File: config.mk
export PLATFORM = sky130hd
export DESIGN_NAME = vga_timing_generator
export DESIGN_NICKNAME = d
export VERILOG_FILES = /design/src/rtl/vga_timing_generator.sv
export SDC_FILE = /design/constraint.sdc
export NUM_CORES = 1
export LEC_CHECK = 0
export BUFFER_PORTS_ARGS = -buffer_cell sky130_fd_sc_hd__clkbuf_2
export CAP_MARGIN = 20
export CORE_UTILIZATION = 35
export DETAILED_ROUTE_END_ITERATION = 10
export SYNTH_ARGS = -nofsm -noshare
export SYNTH_HDL_FRONTEND = slang
export SYNTH_SLANG_ARGS = --single-unit
File: constraint.sdc
create_clock -name clk -period 3.1 [get_ports clk]
set_input_delay 0.155 -clock clk [delete_from_list [all_inputs] [get_ports clk]]
set_output_delay 0.155 -clock clk [all_outputs]
set_load 0.01 [all_outputs]
File: src/rtl/vga_timing_generator.sv
// VGA raster timing: pixel/line counters, per-axis phase FSMs, sync/blank
// pipeline matched to the PPU colour latency, and colour gating to the DAC.
//
// state     | meaning
// PH_ACTIVE | visible pixels (H) or visible lines (V)
// PH_FRONT  | front porch
// PH_SYNC   | sync pulse asserted
// PH_BACK   | back porch, returns to PH_ACTIVE on counter wrap
module vga_timing_generator #(
  parameter int   H_ACTIVE    = 640,
  parameter int   H_FRONT     = 16,
  parameter int   H_SYNC      = 96,
  parameter int   H_BACK      = 48,
  parameter int   V_ACTIVE    = 480,
  parameter int   V_FRONT     = 10,
  parameter int   V_SYNC      = 2,
  parameter int   V_BACK      = 33,
  parameter logic SYNC_POL    = 1'b0,
  parameter int   CLK_DIV     = 1,
  parameter int   PIXEL_DELAY = 3
) (
  input  logic       clk,
  input  logic       reset,
  input  logic       colour_in,
  output logic [9:0] counter_H,
  output logic [9:0] counter_V,
  output logic       pixel_tick,
  output logic       line_start,
  output logic       frame_start,
  output logic       display_on,
  output logic       hsync,
  output logic       vsync,
  output logic [1:0] red,
  output logic [1:0] green,
  output logic [1:0] blue
);

  localparam int H_TOTAL = H_ACTIVE + H_FRONT + H_SYNC + H_BACK;
  localparam int V_TOTAL = V_ACTIVE + V_FRONT + V_SYNC + V_BACK;

  localparam logic [9:0] H_LAST   = 10'(H_TOTAL - 1);
  localparam logic [9:0] H_FP_BEG = 10'(H_ACTIVE);
  localparam logic [9:0] H_SP_BEG = 10'(H_ACTIVE + H_FRONT);
  localparam logic [9:0] H_BP_BEG = 10'(H_ACTIVE + H_FRONT + H_SYNC);
  localparam logic [9:0] V_LAST   = 10'(V_TOTAL - 1);
  localparam logic [9:0] V_FP_BEG = 10'(V_ACTIVE);
  localparam logic [9:0] V_SP_BEG = 10'(V_ACTIVE + V_FRONT);
  localparam logic [9:0] V_BP_BEG = 10'(V_ACTIVE + V_FRONT + V_SYNC);
  localparam logic [1:0] DIV_LAST = 2'(CLK_DIV - 1);

  // Pipeline word: {hsync, vsync, display_on}
  localparam logic [2:0] PIPE_IDLE = {~SYNC_POL, ~SYNC_POL, 1'b0};

  typedef enum logic [1:0] {PH_ACTIVE, PH_FRONT, PH_SYNC, PH_BACK} phase_t;

  phase_t     h_phase, v_phase, h_phase_nx, v_phase_nx;
  logic [1:0] div_cnt, div_nx;
  logic [9:0] h_nx, v_nx;
  logic       h_wrap, v_wrap;
  logic [2:0] raw_nx;
  logic [2:0] pipe    [PIXEL_DELAY+1];
  logic [2:0] pipe_nx [PIXEL_DELAY+1];

  always_comb begin
    div_nx = (div_cnt == DIV_LAST) ? 2'd0 : div_cnt + 2'd1;
    h_wrap = pixel_tick && (counter_H == H_LAST);
    v_wrap = h_wrap && (counter_V == V_LAST);

    h_nx = counter_H;
    v_nx = counter_V;
    if (pixel_tick) h_nx = h_wrap ? 10'd0 : counter_H + 10'd1;
    if (h_wrap)     v_nx = v_wrap ? 10'd0 : counter_V + 10'd1;

    h_phase_nx = h_phase;
    if (pixel_tick) begin
      case (h_phase)
        PH_ACTIVE: if (h_nx == H_FP_BEG) h_phase_nx = PH_FRONT;
        PH_FRONT:  if (h_nx == H_SP_BEG) h_phase_nx = PH_SYNC;
        PH_SYNC:   if (h_nx == H_BP_BEG) h_phase_nx = PH_BACK;
        PH_BACK:   if (h_wrap)           h_phase_nx = PH_ACTIVE;
        default:                         h_phase_nx = PH_ACTIVE;
      endcase
    end

    v_phase_nx = v_phase;
    if (h_wrap) begin
      case (v_phase)
        PH_ACTIVE: if (v_nx == V_FP_BEG) v_phase_nx = PH_FRONT;
        PH_FRONT:  if (v_nx == V_SP_BEG) v_phase_nx = PH_SYNC;
        PH_SYNC:   if (v_nx == V_BP_BEG) v_phase_nx = PH_BACK;
        PH_BACK:   if (v_wrap)           v_phase_nx = PH_ACTIVE;
        default:                         v_phase_nx = PH_ACTIVE;
      endcase
    end

    raw_nx = {(h_phase_nx == PH_SYNC) ? SYNC_POL : ~SYNC_POL,
              (v_phase_nx == PH_SYNC) ? SYNC_POL : ~SYNC_POL,
              (h_phase_nx == PH_ACTIVE) && (v_phase_nx == PH_ACTIVE)};

    // Stage 0 follows the counters every clock so the first pixel after
    // reset release enters the pipeline; later stages only move on a tick.
    pipe_nx[0] = raw_nx;
    for (int i = 1; i <= PIXEL_DELAY; i++) begin
      pipe_nx[i] = pixel_tick ? pipe[i-1] : pipe[i];
    end
  end

  always_ff @(posedge clk) begin
    if (!reset) begin
      div_cnt     <= 2'd0;
      pixel_tick  <= 1'b0;
      counter_H   <= 10'd0;
      counter_V   <= 10'd0;
      line_start  <= 1'b0;
      frame_start <= 1'b0;
      h_phase     <= PH_ACTIVE;
      v_phase     <= PH_ACTIVE;
      for (int i = 0; i <= PIXEL_DELAY; i++) pipe[i] <= PIPE_IDLE;
      red         <= 2'b00;
      green       <= 2'b00;
      blue        <= 2'b00;
    end else begin
      div_cnt     <= div_nx;
      pixel_tick  <= (div_nx == DIV_LAST);
      counter_H   <= h_nx;
      counter_V   <= v_nx;
      line_start  <= h_wrap;
      frame_start <= v_wrap;
      h_phase     <= h_phase_nx;
      v_phase     <= v_phase_nx;
      for (int i = 0; i <= PIXEL_DELAY; i++) pipe[i] <= pipe_nx[i];
      // Gate with the blank value about to appear so colour and display_on change together.
      red         <= {2{colour_in & pipe_nx[PIXEL_DELAY][0]}};
      green       <= {2{colour_in & pipe_nx[PIXEL_DELAY][0]}};
      blue        <= {2{colour_in & pipe_nx[PIXEL_DELAY][0]}};
    end
  end

  assign hsync      = pipe[PIXEL_DELAY][2];
  assign vsync      = pipe[PIXEL_DELAY][1];
  assign display_on = pipe[PIXEL_DELAY][0];

endmodule

# After elaboration in Yosys (flattened, before gate mapping)
# Memory sizes are Yosys's and may differ from the RTL's.
# Index checks and enable logic that the tools add are counted.
# word_totals
in_bits,3
out_inout_bits,32
elab_cells,71
memories,1
ff_bits,30
ramBits,12
# memory_table
name,depth,width,rd,rd_clocked_by_memory_dff,wr,line_no,rtl
pipe,4,3,4,0,4,61,logic [2:0] pipe [PIXEL_DELAY+1];
# classes
bitwise,5
n_eq_ne,16
muxes,28
n_reduce_logical,9
n_addsub,3
# op_table
op,count
10-bit equality test (second input constant),5
10-bit two-way mux,4
10-bit by 9-bit equality test with 1-bit output (second input constant),3
2-bit two-way mux,11
3-bit two-way mux,7
10-bit by 1-bit adder with 10-bit output (second input constant),2
2-bit case mux with 4 select lines,2
2-bit equality test (second input constant),6
2-bit zero test,6
2-bit by 1-bit equality test with 1-bit output (second input constant),2
1-bit two-way mux,4
1-bit OR,4
1-bit logical AND,3
2-bit by 1-bit adder with 2-bit output (second input constant),1
1-bit bitwise AND,1

# Longest topological paths before layout
# Gate-level depths: netlist of run 1.
# logic_depth
depth_word,12
ltp_mapped,10
mapped_depth_nobuf,9

# Least setup slack after synthesis of run 1
# Ideal clock, no wire load.
# synth_timing
kind,flip-flop to flip-flop
startpoint,register counter_H[1]
endpoint,memory pipe[0][0]
setup_ps,117
slack_ps,386
synth_period_minus_slack_ps,2714
path_stages_with_launch,10
t_required_ps,2983
path_buffers,1
arrival_time_ps,2597
cell_sequence,dfxtp_1 -> ha_1 -> nand3_1 -> or4_1 -> buf_2 -> nor4_4 -> a31oi_1 -> a2111oi_0 -> o211ai_1 -> and4b_1
# synth_rtl
element,line_no,rtl
from (decl),25,"output logic [9:0] counter_H,"
from (signal assigned),125,counter_H <= h_nx;
to (decl),61,

==> out/qor.yml, run 1 <==
timing:
  tns_ns: 0
  fmax_ghz: 0.350
  skew_ns: 0.00280
  rsz0062_at_grt: "no"
  max_slew.worst_pin.slew_ns: 0.575
  slew_headroom_pct: 61.2
  setup_slack_ns: 0.243
  period_minus_slack_ns: 2.86
  setup_viol: 0
  finalHoldViolCount: 0
  post-route-period-util_pct: 92.2
  slew_violations: 0
placement:
  place_congestion: 0.816
  hpwlAfterDp_microns: 3620
  portBuffers: 34
  place_ws_ns: 0.236
  place_inst: 366
cts:
  cts_htree_levels: 2
  cts.sinks: 42
  cts_buffer_depth: 2
  root_buffer: "clkbuf_8"
  path_clk_slew_ns: 0.08
  numCtsBuffers: 5
  insertion_delay_ns: 0.30
  cts_tree: "yes"
  cts_hold_buffers: 0
hold_path:
  worstHoldEndpoint: "blue[0]"
  holdPathStages: 2
  worstHoldStart: "colour_in"
  hold_class: "in2reg"
finish:
  nets: 305
  antennaDiodeCount: 0
  drive_gt1_share_pct: 19.7
  instances_no_fill: 374
  fin_util_pct: 42.2
  area_delta_synth_final_pct: 14.4
power:
  pwr_density_cell_nw_per_um2: 372
  power.leakage_nw: 0.948
  combPwrFrac_pct: 3.9
  power.internal_uw: 719
  switching_share_pct: 23.9
  p_clk_share_pct: 37.7
  p_switching_uw: 226
  seqPwrFrac_pct: 58.4
  peakVddDrop_mv: 0.162
synthesis:
  synth_seq_cells: 42
  synth.top_cells.by_count: "42 x dfxtp_1, 32 x nand2_1, 30 x nor2_1, 11 x a21oi_1, 11 x clkbuf_1"
  syn_inst: 268
  yosys_warnings: 0
  synth-edff-count: 0
  synth_ff_type: "dfxtp_1"
  synth.most_common_cell: "dfxtp_1"
  synth_seq_area_share_pct: 37.9
  ys_top_cells_by_area: "dfxtp_1 38%, nand2_1 5.4%, nor2_1 5.1%"
  synth.top_cell.area_share_pct: 37.9
  postSynthNetCount: 275
  synth.largest_area_cell: "dfxtp_1"
  synth-async-reset-ratio_pct: 0
  synth_area_sq_um: 2220
  avgSynthCellArea_sq_um: 8.28
  synthDistinctLibCells: 50
die:
  die_area_sq_um: 6660
  rows: 28
  ioPinCount: 35
  die_w_microns: 81.6
  initial_core_util_pct: 36.8
  core_sq_um: 6030
  die_h_microns: 81.6
setup_path:
  r2r_end: "pipe[0][0]"
  reg2reg_from: "counter_H[5]"
  r2r_setup_slack_ns: 0.24
  crit_chain: "or3_1 > or4_1 > buf_4 > o31ai_1 > nand4b_1 > a21oi_1 > o211ai_1 > and4b_1"
  end_kind: "register"
  cp.depth: 8
  rr_worst_depth: 8
  worst-path-buf-inv: 1
  cp_max_fo: 16
  critical_path.slowest_cell: "or4_1"
  slowest_delay_ns: 0.59
  crit_family: "simple AND/OR/NAND/NOR gates"
  arrival_ns: 3.06
  required_ns: 3.30
  worstSetupPathType: "reg2reg"
  start_kind: "register"
detailed_routing:
  vias: 1950
  ant_nets: 0
  drc: 0
  wl_per_cell_microns: 13.4
  dr.pass1.iters: 4
  dr.first_iter.drc_count: 32
  routed_wl_microns: 5000
  routed_via_density: 5.21
global_routing:
  grt_pass1_vias: 1756
  antenna_found_initial: 0
  grt_max_degree: 20
  grt_pass1_wl_microns: 8310
  grt-ovfl-total: 0
  track_usage_pct: 16.4
status:
  status: "finished, final reports clean"
job:
  cap_viol_max_count: 0
[cell families after synthesis]
logic type      synth area share (%)
compound gates                  11.8
flops                           37.9
mux                             4.74
xor+xnor                        5.13
simple gates                    31.8
buf+inv                         6.31
fa+ha+maj                       2.25
[registers in the layout, summed over array words and instances, names as in the netlist]
name         flops
div_cnt          2
pipe            12
frame_start      1
counter_H       10
blue             1
counter_V       10
h_phase          2
pixel_tick       1
v_phase          2
line_start       1
[layer usage]
layer | track usage (%) | vias to the layer above | part of all wire [%]
li1 | - | 1001 | -
met5 | 0 | - | 0
met4 | 6.84 | 0 | 1.1
met2 | 24.8 | 25 | 45
met1 | 22.2 | 919 | 51
met3 | 3.67 | 5 | 3.4
[stage by stage]
stage               total power [mW]  cell area, sq um  hold slack, ns
global placement               0.602              2450           0.360
detailed placement             0.602              2450           0.365
CTS                            0.961              2540          0.0458
global route                   0.987              2540          0.0534
finish                         0.944              2540          0.0562
floorplan                      0.591              2220           0.277
[power by group through the flow]
stage	combinational (mW)	sequential, mW	clock (mW)
6_report	0.0370	0.551	0.356
5_1_grt	0.0420	0.553	0.393
3_5_place_dp	0.0375	0.564	0
4_1_cts	0.0375	0.551	0.372
2_1_floorplan	0.0281	0.563	0
3_3_place_gp	0.0385	0.564	0
[cell type report]
class	instances	area [sq um]
clock buffers	6	72.6
clock inverters	2	13.8
fillers	625	3490
inverters	7	26.3
multi-input cells	197	1240
flip-flops and latches	42	841
well taps	75	93.8
repair buffers	45	253
[how the worst max path moves through the flow]
stage,startpoint,end
after floorplan,counter_H[1],pipe[0][0]
after global placement,counter_V[1],pipe[0][0]
after detailed placement,counter_H[5],pipe[0][0]
after CTS,counter_H[5],pipe[0][0]
after global routing,counter_H[5],pipe[0][0]
final,counter_H[5],pipe[0][0]
[repair_timing]
item                                   CTS  global route
setup endpoints to repair                0             1
endpoints found under the hold margin    0             0
buffers inserted                         0             0
gates resized for setup                  0             1
[cell usage in the layout (no fill, tap or decap), drive strengths merged, types with 4 or more instances in the layout]
master  netlist  layout
dfxtp        42      42
clkbuf       11      40
nand2        32      32
nor2         30      30
a21oi        11      11
buf          11      11
o21ai         9       9
nand4         9       9
and2          9       9
mux2i         9       9
nand3         8       8
nor3          8       8
inv           7       7
xor2          7       7
nor4          7       7
xnor2         6       6
or3           5       5
nand4b        5       5
nand2b        4       4
ha            4       4
Note: power is estimated with default switching activity, not from simulation.
==> inputs of run 2 (changes only) <==
--- a/config.mk
+++ b/config.mk
@@ -8,6 +8,7 @@
 export BUFFER_PORTS_ARGS = -buffer_cell sky130_fd_sc_hd__clkbuf_2
 export CAP_MARGIN = 20
 export CORE_UTILIZATION = 35
+export CTS_BUF_LIST = sky130_fd_sc_hd__clkbuf_4 sky130_fd_sc_hd__clkbuf_8
 export DETAILED_ROUTE_END_ITERATION = 10
 export SYNTH_ARGS = -nofsm -noshare
 export SYNTH_HDL_FRONTEND = slang
==> run 2 against run 1 <==
Net effect:
- via count stayed put
- clock skew barely moved
- combinational power is essentially flat
- cell count stayed put
- die area stayed put
- highest routed layer unchanged
- routed wire length about the same
==> out/qor.yml, run 2 (same netlist as run 1, synthesis figures left out) <==
status:
  status: "finished, final reports clean"  # unchanged
cts:
  insertion_delay_ns: 0.30  # about the same
  root_buffer: "clkbuf_8"  # unchanged
  cts_tree: "yes"  # unchanged
  cts_buffer_depth: 2  # unchanged
  cts.sinks: 42  # unchanged
  cts_hold_buffers: 0  # unchanged
  numCtsBuffers: 5  # unchanged
  cts_htree_levels: 2  # unchanged
  path_clk_slew_ns: 0.08  # about the same
die:
  ioPinCount: 35  # unchanged
  initial_core_util_pct: 36.8  # unchanged
  die_h_microns: 81.6  # unchanged
  rows: 28  # unchanged
  die_w_microns: 81.6  # unchanged
  die_area_sq_um: 6660  # unchanged
  core_sq_um: 6030  # unchanged
finish:
  nets: 305  # unchanged
  area_delta_synth_final_pct: 14.6  # was 14.4%
  reg_top3: "pipe (12), counter_H (10), counter_V (10)"  # unchanged
  antennaDiodeCount: 0  # unchanged
  layout_common_cells: "42 x dfxtp_1, 34 x clkbuf_2, 32 x nand2_1"  # unchanged
  drive_gt1_share_pct: 20.1  # was 19.7%
  fillerInstances: 625  # unchanged
  regArea_sq_um: 841  # unchanged
  regMostFlops: "pipe"  # unchanged
  largest_reg_flops: 12  # unchanged
  layout_commonest_cell: "dfxtp_1"  # unchanged
  multi_input_area_sq_um: 1240  # unchanged
timing:
  fmax_ghz: 0.350  # about the same
  tns_ns: 0  # unchanged
  period_minus_slack_ns: 2.86  # about the same
  rsz0062_at_grt: "no"  # unchanged
  slew_violations: 0  # unchanged
  setup_viol: 0  # unchanged
  max_slew.worst_pin.slew_ns: 0.575  # unchanged
  skew_ns: 0.00267  # was 0.00280 ns
  slew_headroom_pct: 61.2  # unchanged
  post-route-period-util_pct: 92.2  # about the same
  setup_slack_ns: 0.243  # about the same
  finalHoldViolCount: 0  # unchanged
setup_path:
  end_kind: "register"  # unchanged
  worstSetupPathType: "reg2reg"  # unchanged
  cp_max_fo: 16  # unchanged
  start_kind: "register"  # unchanged
  startpoint: "counter_H[5]"  # unchanged
  reg2reg_from: "counter_H[5]"  # unchanged
  arrival_ns: 3.06  # about the same
  crit_chain: "or3_1 > or4_1 > buf_4 > o31ai_1 > nand4b_1 > a21oi_1 > o211ai_1 > and4b_1"  # unchanged
  critical_path.slowest_cell: "or4_1"  # unchanged
  slowest_delay_ns: 0.59  # about the same
  crit_path_end: "pipe[0][0]"  # unchanged
  r2r_setup_slack_ns: 0.24  # about the same
  rr_worst_depth: 8  # unchanged
  r2r_end: "pipe[0][0]"  # unchanged
  required_ns: 3.30  # about the same
detailed_routing:
  ant_nets: 0  # unchanged
  routed_via_density: 5.21  # unchanged
  dr.first_iter.drc_count: 32  # unchanged
  vias: 1950  # unchanged
  dr.pass1.iters: 4  # unchanged
  routed_wl_microns: 5000  # about the same
  drc: 0  # unchanged
  wl_per_cell_microns: 13.4  # about the same
power:
  seqPwrFrac_pct: 57.8  # was 58.4%
  combPwrFrac_pct: 3.9  # about the same
  p_switching_uw: 225  # was 226 uW
  pwr_density_cell_nw_per_um2: 375  # was 372 nW/um^2
  p_clk_share_pct: 38.3  # was 37.7%
  power.leakage_nw: 0.952  # was 0.948 nW
  switching_share_pct: 23.7  # was 23.9%
  power.internal_uw: 728  # was 719 uW
  peakVddDrop_mv: 0.162  # about the same
  total_power_uw: 953  # was 944 uW
job:
  cap_viol_max_count: 0  # unchanged
global_routing:
  track_usage_pct: 16.4  # unchanged
  antenna_found_initial: 0  # unchanged
  grt_pass1_wl_microns: 8310  # unchanged
  grt_pass1_vias: 1756  # unchanged
  grt_max_degree: 20  # unchanged
  grt-ovfl-total: 0  # unchanged
placement:
  place_congestion: 0.816  # unchanged
  hpwlAfterDp_microns: 3620  # unchanged
  place_ws_ns: 0.236  # unchanged
  portBuffers: 34  # unchanged
hold_path:
  hold_class: "in2reg"  # unchanged
[run 2: cell counts in the layout (fill, tap and decap cells not counted)]
No cell type changed its count.
[run 2: area by class of cell]
type                       count  share of cell area [%]
clock buffer                   6                    3.00
clock inverter                 2                   0.541
inverter                       7                    1.03
multi-input combinational    197                    48.7
sequential                    42                    33.1
tap                           75                    3.69
timing repair buffer          45                    9.94
[run 2: routing by layer]
metal / up-vias / global-route usage, % / part of all wire, %
li1: 1001 / - / -
met1: 919 / 22.2 / 51
met2: 25 / 24.8 / 45
met3: 5 / 3.67 / 3.4
met4: 0 / 6.84 / 1.1
met5: - / 0 / 0
[run 2: power by group through the flow]
stage	sequential, mW	combinational, mW	clock [mW]
2_1_floorplan	0.563	0.0281	0
3_3_place_gp	0.564	0.0385	0
3_5_place_dp	0.564	0.0375	0
4_1_cts	0.551	0.0375	0.381
5_1_grt	0.553	0.0420	0.401
6_report	0.551	0.0370	0.365
[run 2: through the flow]
stage	hold slack (ns)	util (%)	area, sq um	cells
floorplan	0.277	-	2220	268
finish	0.0562	42.2	2540	374
CTS	0.0458	42.2	2540	374
global placement	0.360	40.7	2450	366
detailed placement	0.365	40.7	2450	366
global route	0.0534	42.2	2540	374
[run 2: worst max-delay path, delay by kind of cell, from the launching register on]
kind            cells  cell delay, ns
compound gates      3            0.73
simple gates        4            1.44
flops               1            0.35
buf+inv             1            0.24
[run 2: worst min path at each step]
stage / start / end / slack (ns) / cells past startpoint
2_1_floorplan: colour_in / blue[0] / 0.28 / 1
3_3_place_gp: colour_in / blue[0] / 0.36 / 2
3_5_place_dp: colour_in / blue[0] / 0.36 / 2
4_1_cts: colour_in / blue[0] / 0.05 / 2
5_1_grt: colour_in / blue[0] / 0.05 / 2
6_report: colour_in / blue[0] / 0.06 / 2
[run 2: what timing repair did]
action | 4_1_cts | 5_1_grt
setup buffers | 0 | 0
endpoints found under the setup margin | 0 | 1
resized for setup | 0 | 1
==> inputs of run 3 (changes only) <==
--- a/config.mk
+++ b/config.mk
@@ -8,8 +8,8 @@
 export BUFFER_PORTS_ARGS = -buffer_cell sky130_fd_sc_hd__clkbuf_2
 export CAP_MARGIN = 20
 export CORE_UTILIZATION = 35
-export CTS_BUF_LIST = sky130_fd_sc_hd__clkbuf_4 sky130_fd_sc_hd__clkbuf_8
 export DETAILED_ROUTE_END_ITERATION = 10
+export MAX_ROUTING_LAYER = met4
 export SYNTH_ARGS = -nofsm -noshare
 export SYNTH_HDL_FRONTEND = slang
 export SYNTH_SLANG_ARGS = --single-unit
==> run 3 against run 2 <==
Net effect:
- first-iteration DRC count grew 59%
- utilization down 0.062 points
- worst setup slack improved by 0.0061 ns
- total power is 1.1% lower
- via count is 0.51% higher
- cell count is the same
- routed wire length decreased by 0.78%
- non-clock buffer count is the same
==> out/qor.yml, run 3 (same netlist as run 1, synthesis figures left out) <==
timing:
  rsz0062_at_grt: "no"  # unchanged
  fmax_ghz: 0.351  # was 0.350 GHz
  period_minus_slack_ns: 2.85  # was 2.86 ns
  max_slew.worst_pin.slew_ns: 0.571  # was 0.575 ns
  slew_headroom_pct: 61.4  # was 61.2%
  setup_slack_ns: 0.249  # was 0.243 ns
  slew_violations: 0  # unchanged
  tns_ns: 0  # unchanged
  post-route-period-util_pct: 92.0  # was 92.2%
  finalHoldViolCount: 0  # unchanged
  skew_ns: 0.00282  # was 0.00267 ns
  setup_viol: 0  # unchanged
setup_path:
  startpoint: "counter_H[5]"  # unchanged
  slowest_delay_ns: 0.58  # was 0.59 ns
  worst-path-buf-inv: 1  # unchanged
  critical_path.slowest_cell: "or4_1"  # unchanged
  required_ns: 3.30  # about the same
  crit_family: "simple AND/OR/NAND/NOR gates"  # unchanged
  cp_max_fo: 16  # unchanged
  start_kind: "register"  # unchanged
  arrival_ns: 3.05  # was 3.06 ns
  reg2reg_from: "counter_H[5]"  # unchanged
  end_kind: "register"  # unchanged
  worstSetupPathType: "reg2reg"  # unchanged
  crit_chain: "or3_1 > or4_1 > buf_4 > o31ai_1 > nand4b_1 > a21oi_1 > o211ai_1 > and4b_1"  # unchanged
die:
  die_w_microns: 81.6  # unchanged
  die_area_sq_um: 6660  # unchanged
  rows: 28  # unchanged
  die_h_microns: 81.6  # unchanged
  ioPinCount: 35  # unchanged
  initial_core_util_pct: 36.8  # unchanged
  core_sq_um: 6030  # unchanged
global_routing:
  track_usage_pct: 16.9  # was 16.4%
  grt_pass1_vias: 1752  # was 1,756
  grt_max_degree: 20  # unchanged
  grt_pass1_wl_microns: 8340  # was 8310 microns
  antenna_found_initial: 0  # unchanged
  grt-ovfl-total: 0  # unchanged
finish:
  layout_commonest_cell: "dfxtp_1"  # unchanged
  multi_input_area_sq_um: 1240  # unchanged
  area_delta_synth_final_pct: 14.4  # was 14.6%
  largest_reg_flops: 12  # unchanged
  fin_area_sq_um: 2540  # about the same
  layout_common_cells: "42 x dfxtp_1, 34 x clkbuf_2, 32 x nand2_1"  # unchanged
  drive_gt1_share_pct: 19.7  # was 20.1%
  fin_util_pct: 42.2  # about the same
  nets: 305  # unchanged
  fillerInstances: 625  # unchanged
  regMostFlops: "pipe"  # unchanged
  regArea_sq_um: 841  # unchanged
  reg_top3: "pipe (12), counter_H (10), counter_V (10)"  # unchanged
  antennaDiodeCount: 0  # unchanged
power:
  peakVddDrop_mv: 0.162  # about the same
  power.leakage_nw: 0.948  # was 0.952 nW
  pwr_density_cell_nw_per_um2: 371  # was 375 nW/um^2
detailed_routing:
  dr.pass1.iters: 4  # unchanged
  wl_per_cell_microns: 13.3  # was 13.4 microns
  dr.first_iter.drc_count: 51  # was 32
  drc: 0  # unchanged
  ant_nets: 0  # unchanged
  vias: 1960  # was 1,950
  routed_via_density: 5.24  # was 5.21
  routed_wl_microns: 4960  # was 5000 microns
cts:
  cts_htree_levels: 2  # unchanged
  cts_buffer_depth: 2  # unchanged
  cts.sinks: 42  # unchanged
  insertion_delay_ns: 0.30  # about the same
  cts_tree: "yes"  # unchanged
  post-cts-setup-buffers: 0  # unchanged
  numCtsBuffers: 5  # unchanged
  root_buffer: "clkbuf_8"  # unchanged
  path_clk_slew_ns: 0.08  # about the same
hold_path:
  worstHoldStart: "colour_in"  # unchanged
  hold_class: "in2reg"  # unchanged
job:
  cap_viol_max_count: 0  # unchanged
placement:
  portBuffers: 34  # unchanged
  place_congestion: 0.828  # was 0.816
  placed_area_sq_um: 2450  # unchanged
  hpwlAfterDp_microns: 3620  # unchanged
  place_ws_ns: 0.236  # unchanged
status:
  status: "finished, final reports clean"  # unchanged
-- run 3: cell counts in the layout (fill, tap and decap cells not counted) --
No cell type changed its count.
-- run 3: what timing repair did --
| item | in CTS | in global routing |
|---|---|---|
| endpoints found under the setup margin | 0 | 1 |
| hold buffers | 0 | 0 |
| resized for setup | 0 | 1 |
-- run 3: final cells by class --
| type | count | area share [%] |
|---|---|---|
| Inverter | 7 | 1.03 |
| Sequential cell | 42 | 33.1 |
| Timing Repair Buffer | 45 | 9.95 |
| Multi-Input combinational cell | 197 | 48.8 |
| Tap cell | 75 | 3.69 |
| Clock buffer | 6 | 2.86 |
| Clock inverter | 2 | 0.542 |
-- run 3: path summary, 6_finish.rpt --
path                      to  slack [ns]  cells past startpoint
hold reg to reg   pipe[1][2]        0.46                      2
setup / recovery  pipe[0][0]        0.25                      8
hold / removal       blue[0]        0.06                      2
setup reg to reg  pipe[0][0]        0.25                      8
-- run 3: where the power goes --
part	switching [mW]	leakage, nW	internal (mW)
clock	0.195	0.0452	0.159
combinational	0.0213	0.563	0.0156
sequential	0.00707	0.340	0.544
total	0.224	0.948	0.719
-- run 3: routing by layer --
metal  GRT usage, %  vias up  part of all wire, %
met3           3.67        4                  3.6
met1           22.4      920                   50
li1               -     1003                    -
met5              -        -                    0
met4           6.84        0                 0.69
met2           24.8       33                   46
-- run 3: through the flow --
step,std cells,hold WS (ns),power (mW)
finish,374,0.0583,0.943
global route,374,0.0534,0.987
CTS,374,0.0458,0.961
detailed placement,366,0.365,0.602
global placement,366,0.360,0.602
floorplan,268,0.277,0.591
